## src/rtl/key_demux_pkg.sv

```systemverilog
`default_nettype none
// ============================================================================
// key_demux_pkg : shared widths, defaults and destination type for key_demux_latch
// Rev 1.0 - initial release
// ============================================================================
package key_demux_pkg;

  localparam int DATA_W           = 7;
  localparam int DEBOUNCE_DEFAULT = 500000;

  typedef enum logic {
    DEST_0 = 1'b0,
    DEST_1 = 1'b1
  } dest_e;

  // Counter must hold DEBOUNCE_CYCLES-1; at least one bit for the degenerate case.
  function automatic int cnt_width(input int cycles);
    return (cycles < 1) ? 1 : $clog2(cycles + 1);
  endfunction

endpackage
`default_nettype wire

```

## src/rtl/key_debounce.sv

```systemverilog
`default_nettype none
// ============================================================================
// key_debounce : 2-flop synchronizer, stability counter and press detector
// Counter present only when KEY_DEBOUNCE_EN is defined.
// Rev 1.0 - initial release
// ============================================================================
module key_debounce
  import key_demux_pkg::*;
#(
  parameter int DEBOUNCE_CYCLES = DEBOUNCE_DEFAULT
) (
  input  logic CLOCK_50,
  input  logic reset_n,
  input  logic key_n,
  output logic press,
  output logic key_db
);

  logic sync_1;
  logic key_s;
  logic db_next;

  always_ff @(posedge CLOCK_50 or negedge reset_n) begin
    if (!reset_n) begin
      sync_1 <= 1'b1;
      key_s  <= 1'b1;
    end else begin
      sync_1 <= key_n;
      key_s  <= sync_1;
    end
  end

`ifdef KEY_DEBOUNCE_EN
  localparam int              CNT_W = cnt_width(DEBOUNCE_CYCLES);
  localparam logic [CNT_W-1:0] TERM = CNT_W'(DEBOUNCE_CYCLES - 1);

  logic [CNT_W-1:0] cnt;
  logic [CNT_W-1:0] cnt_next;

  always_comb begin
    cnt_next = '0;
    db_next  = key_db;
    if (key_s != key_db) begin
      if (cnt == TERM) begin
        db_next = key_s;
      end else begin
        cnt_next = cnt + 1'b1;
      end
    end
  end

  always_ff @(posedge CLOCK_50 or negedge reset_n) begin
    if (!reset_n) begin
      cnt <= '0;
    end else begin
      cnt <= cnt_next;
    end
  end
`else
  logic [31:0] unused_cfg;

  assign unused_cfg = DEBOUNCE_CYCLES;
  assign db_next    = key_s;
`endif

  always_ff @(posedge CLOCK_50 or negedge reset_n) begin
    if (!reset_n) begin
      key_db <= 1'b1;
    end else begin
      key_db <= db_next;
    end
  end

  // Combinational so the load lands on the same edge key_db falls.
  assign press = key_db & ~db_next;

endmodule
`default_nettype wire

```

## src/rtl/key_demux_latch.sv

```systemverilog
`default_nettype none
// ============================================================================
// key_demux_latch : debounced key loads a switch word into one of two registers
// Debounce counter enabled by defining KEY_DEBOUNCE_EN.
// Rev 1.0 - initial release
// ============================================================================
module key_demux_latch
  import key_demux_pkg::*;
#(
  parameter int DEBOUNCE_CYCLES = DEBOUNCE_DEFAULT
) (
  input  logic              CLOCK_50,
  input  logic              reset_n,
  input  logic              key_n,
  input  logic              sel,
  input  logic [DATA_W-1:0] din,
  output logic [DATA_W-1:0] out0,
  output logic [DATA_W-1:0] out1,
  output logic [DATA_W-1:0] hex0_n,
  output logic [DATA_W-1:0] hex1_n,
  output logic              load_pulse,
  output logic              last_dest
);

  logic  press;
  logic  key_db_unused;
  dest_e dest;
  dest_e dest_q;

  key_debounce #(
    .DEBOUNCE_CYCLES (DEBOUNCE_CYCLES)
  ) u_debounce (
    .CLOCK_50 (CLOCK_50),
    .reset_n  (reset_n),
    .key_n    (key_n),
    .press    (press),
    .key_db   (key_db_unused)
  );

  assign dest = dest_e'(sel);

  always_ff @(posedge CLOCK_50 or negedge reset_n) begin
    if (!reset_n) begin
      out0       <= '0;
      out1       <= '0;
      dest_q     <= DEST_0;
      load_pulse <= 1'b0;
    end else begin
      load_pulse <= press;
      if (press) begin
        dest_q <= dest;
        if (dest == DEST_0) begin
          out0 <= din;
        end else begin
          out1 <= din;
        end
      end
    end
  end

  assign last_dest = (dest_q == DEST_1);
  assign hex0_n    = ~out0;
  assign hex1_n    = ~out1;

endmodule
`default_nettype wire

```

## config.mk

```make
export PLATFORM = sky130hd
export DESIGN_NAME = key_demux_latch
export DESIGN_NICKNAME = d
export VERILOG_FILES = /design/src/rtl/key_demux_pkg.sv /design/src/rtl/key_debounce.sv /design/src/rtl/key_demux_latch.sv
export SDC_FILE = /design/constraint.sdc
export NUM_CORES = 1
export LEC_CHECK = 0
export CORE_MARGIN = 2
export CORE_UTILIZATION = 39
export DETAILED_ROUTE_END_ITERATION = 6
export HOLD_SLACK_MARGIN = 0.05
export PLACE_DENSITY = 0.89
export SYNTH_ARGS = -nofsm -noshare
export SYNTH_HDL_FRONTEND = slang
export SYNTH_SLANG_ARGS = --single-unit
export TNS_END_PERCENT = 30
```

## constraint.sdc

```tcl
create_clock -name CLOCK_50 -period 2.21 [get_ports CLOCK_50]
set_input_delay 0.663 -clock CLOCK_50 [delete_from_list [all_inputs] [get_ports CLOCK_50]]
set_output_delay 0.663 -clock CLOCK_50 [all_outputs]
set_load 0.03 [all_outputs]
```

==> results.ini, run 1 <==
[outcome]
status = complete, no violations

[final_layout]
nets = 109
num_antenna_cells = 0
area_growth_pct = 63.5
drive_above_1_share = 0.247

[global_route]
grt_pass1_wl_mm = 2.08
grt_max_degree = 20
grt_pass1_vias = 466
grt.total_usage = 0.141
antenna_found_initial = 0
overflow = 0

[synth]
synth_most_common_cell = dfrtp_1
netlist.area_leader.share = 0.545
yosysWarningCount = 0
ys_top_cells_by_count = 16 x dfrtp_1, 15 x inv_1, 14 x mux2_2
async_flop_share = 1.00
yosys.area.top_type = dfrtp_1
synth-main-ff-cell = dfrtp_1
synth.distinct_cells = 8
syn_area_per_cell_um2 = 14.1
synth_nets = 63
synth_cells = 52
ys_ff_latch = 19
syn-cell-area_um2 = 734
ys_seq_area_frac = 0.652
synth_edf_count = 0
ys_top_cells_by_area = dfrtp_1 55%, mux2_2 21%, dfstp_2 11%

[power_and_ir_drop]
p_seq_frac = 0.394
power_frac_comb = 0.457
power_switching_mw = 0.420
total_power_mw = 1.12
irDropWorstVdd_mv = 0.464
pwr-share-clk = 0.148
swShare = 0.375
powerDensity_nw_per_um2 = 934
p_leak_nw = 0.547
p_int_mw = 0.702

[floorplanning]
io_pins = 41
dieHeight_um = 47.4
start_util = 0.421
core.rowCount = 15
die_area_um2 = 2250
die_x_um = 47.4
core_um2 = 1750

[drt]
routed_wl_mm = 1.40
first_iter_violations = 5
dr.pass1.iters = 3
avgRoutedWirePerCell_um = 11.5
drc = 0
via_count = 528
antenna_left = 0
viasPerCell = 4.33

[sta]
hold_violations = 0
skew_ns = 0.00158
max_freq_mhz = 482
fin_crit_ns = 2.07
slew_violations = 0
tns_ns = 0
slew_headroom = 0.729
rsz0062_at_grt = false
finalSetupViolCount = 0
final.period_utilization = 0.938
worst_pin_slew_ns = 0.406

[clocking]
post_cts_buffers = 0
clk_path_buf_depth = 2
tritoncts = yes
htreeDepth = 1
cts_resized = 0
clockRootBuffer = clkbuf_4
cts_made_buffers = 3
clk_pin_slew_ns = 0.10
clock_sinks = 19
clk_latency_ns = 0.28
cts_hold_buf = 0

[worst_setup_path]
worstPathRequired_ns = 1.55
critical_path.endpoint_type = output pin
startpoint_type = flop
critPathKind = reg -> out
arrival_ns = 1.41
crit_fanout = 3

[placed_design]
hpwlAfterDp_mm = 1.09
gp_congestion = 0.649
port_buffers = 40

[hold_path]
hold_path_class = reg -> reg

[flow_run]
maxCapViolCount = 0

[placed cells by master (no fill, tap or decap)]
| cell type | count |
|---|---|
| inv_1 | 15 |
| clkdlybuf4s50_1 | 40 |
| nor2b_1 | 1 |
| clkinv_2 | 1 |
| dfstp_2 | 3 |
| buf_4 | 1 |
| clkbuf_4 | 3 |
| nor3b_4 | 1 |
| nand3b_2 | 1 |
| o21ai_0 | 1 |
| mux2_2 | 14 |
| dfrtp_1 | 16 |
[power groups by stage]
stage	logic, mW	clock network, mW	registers, mW
global placement	0.510	0	0.448
finish	0.513	0.166	0.443
floorplan	0.173	0	0.552
global route	0.539	0.192	0.450
CTS	0.519	0.175	0.444
detailed placement	0.518	0	0.451
[metrics by stage]
stage	instances	hold slack (ns)	util	setup WS, ns	cell area [um2]
global placement	118	0.346	0.672	0.178	1170
detailed placement	118	0.351	0.672	0.126	1170
CTS	122	0.363	0.688	0.113	1200
global route	122	0.372	0.688	0.0694	1200
floorplan	52	0.345	-	0.768	734
finish	122	0.366	0.688	0.136	1200
[path summary, 6_finish.rpt]
kind | from | endpoint | slack, ns | cells past startpoint
worst max-delay path | out0[4] | hex0_n[4] | 0.14 | 2
worst min-delay path | u_debounce.sync_1 | u_debounce.db_next | 0.37 | 0
worst max register to register | u_debounce.key_db | out0[4] | 0.78 | 2
worst min register to register | u_debounce.sync_1 | u_debounce.db_next | 0.37 | 0
max in group asynchronous | reset_n | u_debounce.sync_1 | 1.25 | 2
min in group asynchronous | reset_n | out1[6] | 0.71 | 2
[worst max-delay path: stages, from the launching register on]
cell and delay [ns]:
dfrtp_1 0.41, inv_1 0.06, clkdlybuf4s50_1 0.66
[cells by family after synthesis]
kind of cell	count (synthesis)	synth area share
AND/OR/NAND/NOR	3	0.0494
multiplexers	14	0.215
flip-flops	19	0.652
buffers and inverters	15	0.0767
AO/OA/AOI/OAI	1	0.00681
[flip-flops by register name, indices dropped and copies added, names as in the netlist]
signal              count
out0                    7
out1                    7
last_dest               1
load_pulse              1
u_debounce.db_next      1
u_debounce.key_db       1
u_debounce.sync_1       1
[cell type report]
class                           count  area (um2)
Tap cell                           25        31.3
Clock buffer                        3        22.5
Clock inverter                      1        5.00
Inverter                           15        56.3
Fill cell                         138         544
Sequential cell                    19         479
Multi-Input combinational cell     18         199
Timing Repair Buffer               41         408
[metal layers]
| layer | part of all wire | global-route usage |
|---|---|---|
| met5 | 0 | 0 |
| met4 | 0.0079 | 0.0833 |
| met3 | 0.082 | 0.0577 |
| met1 | 0.41 | 0.165 |
| met2 | 0.50 | 0.216 |
Note: power is estimated with default switching activity, not from simulation.
==> run 2, diff against run 1 <==
Settings changed: CELL_PAD_IN_SITES_DETAIL_PLACEMENT set to 0, CELL_PAD_IN_SITES_GLOBAL_PLACEMENT set to 1, CORE_UTILIZATION 39 to 30, CTS_CLUSTER_DIAMETER set to 100, HOLD_SLACK_MARGIN 0.05 to unset, PLACE_DENSITY 0.89 to 0.9.
==> results.ini, run 2 (synthesis gave the netlist of run 1 again) <==
[outcome]
status = complete, no violations

[final_layout]
top_regs = out0 (7), out1 (7)
utilization = 0.537  ; -0.151
fillers = 223  ; +62%
area_growth_pct = 64.9
drive_above_1_share = 0.245  ; -0.00252
nets = 110  ; +0.92%
final_area_um2 = 1210  ; +0.83%
num_antenna_cells = 0  ; unchanged
layout_common_cells = 40 x clkdlybuf4s50_1, 16 x dfrtp_1, 15 x inv_1, 14 x mux2_2
layout_commonest_cell = clkdlybuf4s50_1

[sta]
slew_headroom = 0.786  ; +0.0571
fin_crit_ns = 2.08  ; +0.00248 ns
tns_ns = 0  ; unchanged
rsz0062_at_grt = false
hold_violations = 0  ; unchanged
finalWorstSetupSlack_ns = 0.134  ; -0.00248 ns
slew_violations = 0  ; unchanged
worst_pin_slew_ns = 0.319  ; -0.0863 ns
fin_hold_ws_ns = 0.365  ; -0.000986 ns
max_freq_mhz = 482  ; -0.12%
skew_ns = 0.00260  ; +0.00102 ns
final.period_utilization = 0.939  ; +0.00112
finalSetupViolCount = 0  ; unchanged

[floorplanning]
core_um2 = 2250  ; +29%
die_area_um2 = 2860  ; +27%
start_util = 0.326  ; -0.0950
core.rowCount = 17  ; +2
die_x_um = 53.5  ; +13%
dieHeight_um = 53.5  ; +13%
io_pins = 41  ; unchanged

[drt]
dr.pass1.iters = 4  ; +1
antenna_left = 0  ; unchanged
viasPerCell = 4.12  ; -4.8%
avgRoutedWirePerCell_um = 11.2  ; -2.2%
first_iter_violations = 4  ; -1
via_count = 519  ; -1.7%
routed_wl_mm = 1.41  ; +1.0%
drc = 0  ; unchanged

[clocking]
clock_sinks = 19  ; unchanged
tritoncts = yes
cts_hold_buf = 0  ; unchanged
clk_pin_slew_ns = 0.10  ; about the same
clk_latency_ns = 0.28  ; about the same
clk_path_buf_depth = 2  ; unchanged
clockRootBuffer = clkbuf_4
post_cts_buffers = 0  ; unchanged
cts_made_buffers = 3  ; unchanged
htreeDepth = 1  ; unchanged
cts_resized = 0  ; unchanged

[worst_setup_path]
worstPathRequired_ns = 1.55  ; about the same
cp_cell_sequence = inv_1, clkdlybuf4s50_1
critical_path.endpoint_type = output pin
critPathSlowestCell = clkdlybuf4s50_1
cpPeakStageDelay_ns = 0.66  ; about the same
ff2ff_path_depth = 3  ; +1
cp_top_family = buffers and inverters
arrival_ns = 1.41  ; about the same
startpoint_type = flop
critPathKind = reg -> out
reg2reg_to = out0[1]
rrSetupSlack_ns = 0.86  ; +0.08 ns
r2r-start = u_debounce.key_db
cp.buffers_inverters = 2  ; unchanged
crit_fanout = 3  ; unchanged

[hold_path]
min-delay-start = u_debounce.sync_1
min_to = u_debounce.db_next
hold_path_class = reg -> reg
whs_path_depth = 0  ; unchanged

[global_route]
overflow = 0  ; unchanged
grt_pass1_wl_mm = 2.31  ; +11%
grt.total_usage = 0.117  ; -0.0237
antenna_found_initial = 0  ; unchanged
grt_pass1_vias = 529  ; +14%
grt_max_degree = 20  ; unchanged

[flow_run]
maxCapViolCount = 0  ; unchanged

[placed_design]
placed_area_um2 = 1180  ; +0.96%
gp_congestion = 0.627  ; -3.3%
hpwlAfterDp_mm = 1.13  ; +4.0%
port_buffers = 40  ; unchanged
pre_cts_slack_ns = 0.232  ; +0.106 ns

[power_and_ir_drop]
irDropWorstVdd_mv = 0.511  ; +10%
powerDensity_nw_per_um2 = 925  ; -0.94%
p_leak_nw = 0.550  ; +0.47%

run 2: cell types whose count changed in the layout (fill, tap and decap cells not counted), sizes merged:
cell    delta
buf        +1
clkbuf     +1
clkinv     -1
run 2: layout make-up:
type / count / area (um2) / area share
flip-flops and latches: 19 / 479 / 0.396
repair buffers: 42 / 415 / 0.343
multi-input cells: 18 / 199 / 0.164
inverters: 15 / 56.3 / 0.0465
well taps: 28 / 35.0 / 0.0289
clock buffers: 4 / 26.3 / 0.0217
run 2: layer usage:
metal,share of wire,global-route usage,wire length (um)
met5,0,0,0
met4,0,0.0256,0
met3,0.077,0.0537,109
met2,0.55,0.222,775
met1,0.37,0.113,529
run 2: power breakdown:
part | leakage [nW] | switching, mW | total [mW] | internal (mW)
sequential | 0.222 | 0.0397 | 0.444 | 0.405
combinational | 0.312 | 0.283 | 0.514 | 0.231
clock | 0.0150 | 0.0929 | 0.163 | 0.0700
run 2: worst register-to-register path: cells and delay by family (launching register included):
family | cells | cell delay (ns)
buf+inv | 1 | 0.18
flops | 1 | 0.56
mux | 1 | 0.34
simple gates | 1 | 0.17
run 2: how the worst max path moves through the flow:
stage | to | start | depth (start not counted) | slack (ns)
after global placement | out0[0] | sel | 4 | 0.25
after detailed placement | out0[1] | sel | 4 | 0.23
after floorplan | out0[0] | sel | 2 | 0.77
after global routing | hex1_n[0] | out1[0] | 2 | 0.04
after CTS | hex1_n[0] | out1[0] | 2 | 0.10
final | hex1_n[0] | out1[0] | 2 | 0.13
run 2: per-stage QoR:
step	std cells	power, mW
finish	126	1.12
global route	126	1.19
CTS	126	1.14
detailed placement	122	0.971
global placement	122	0.961
floorplan	52	0.724
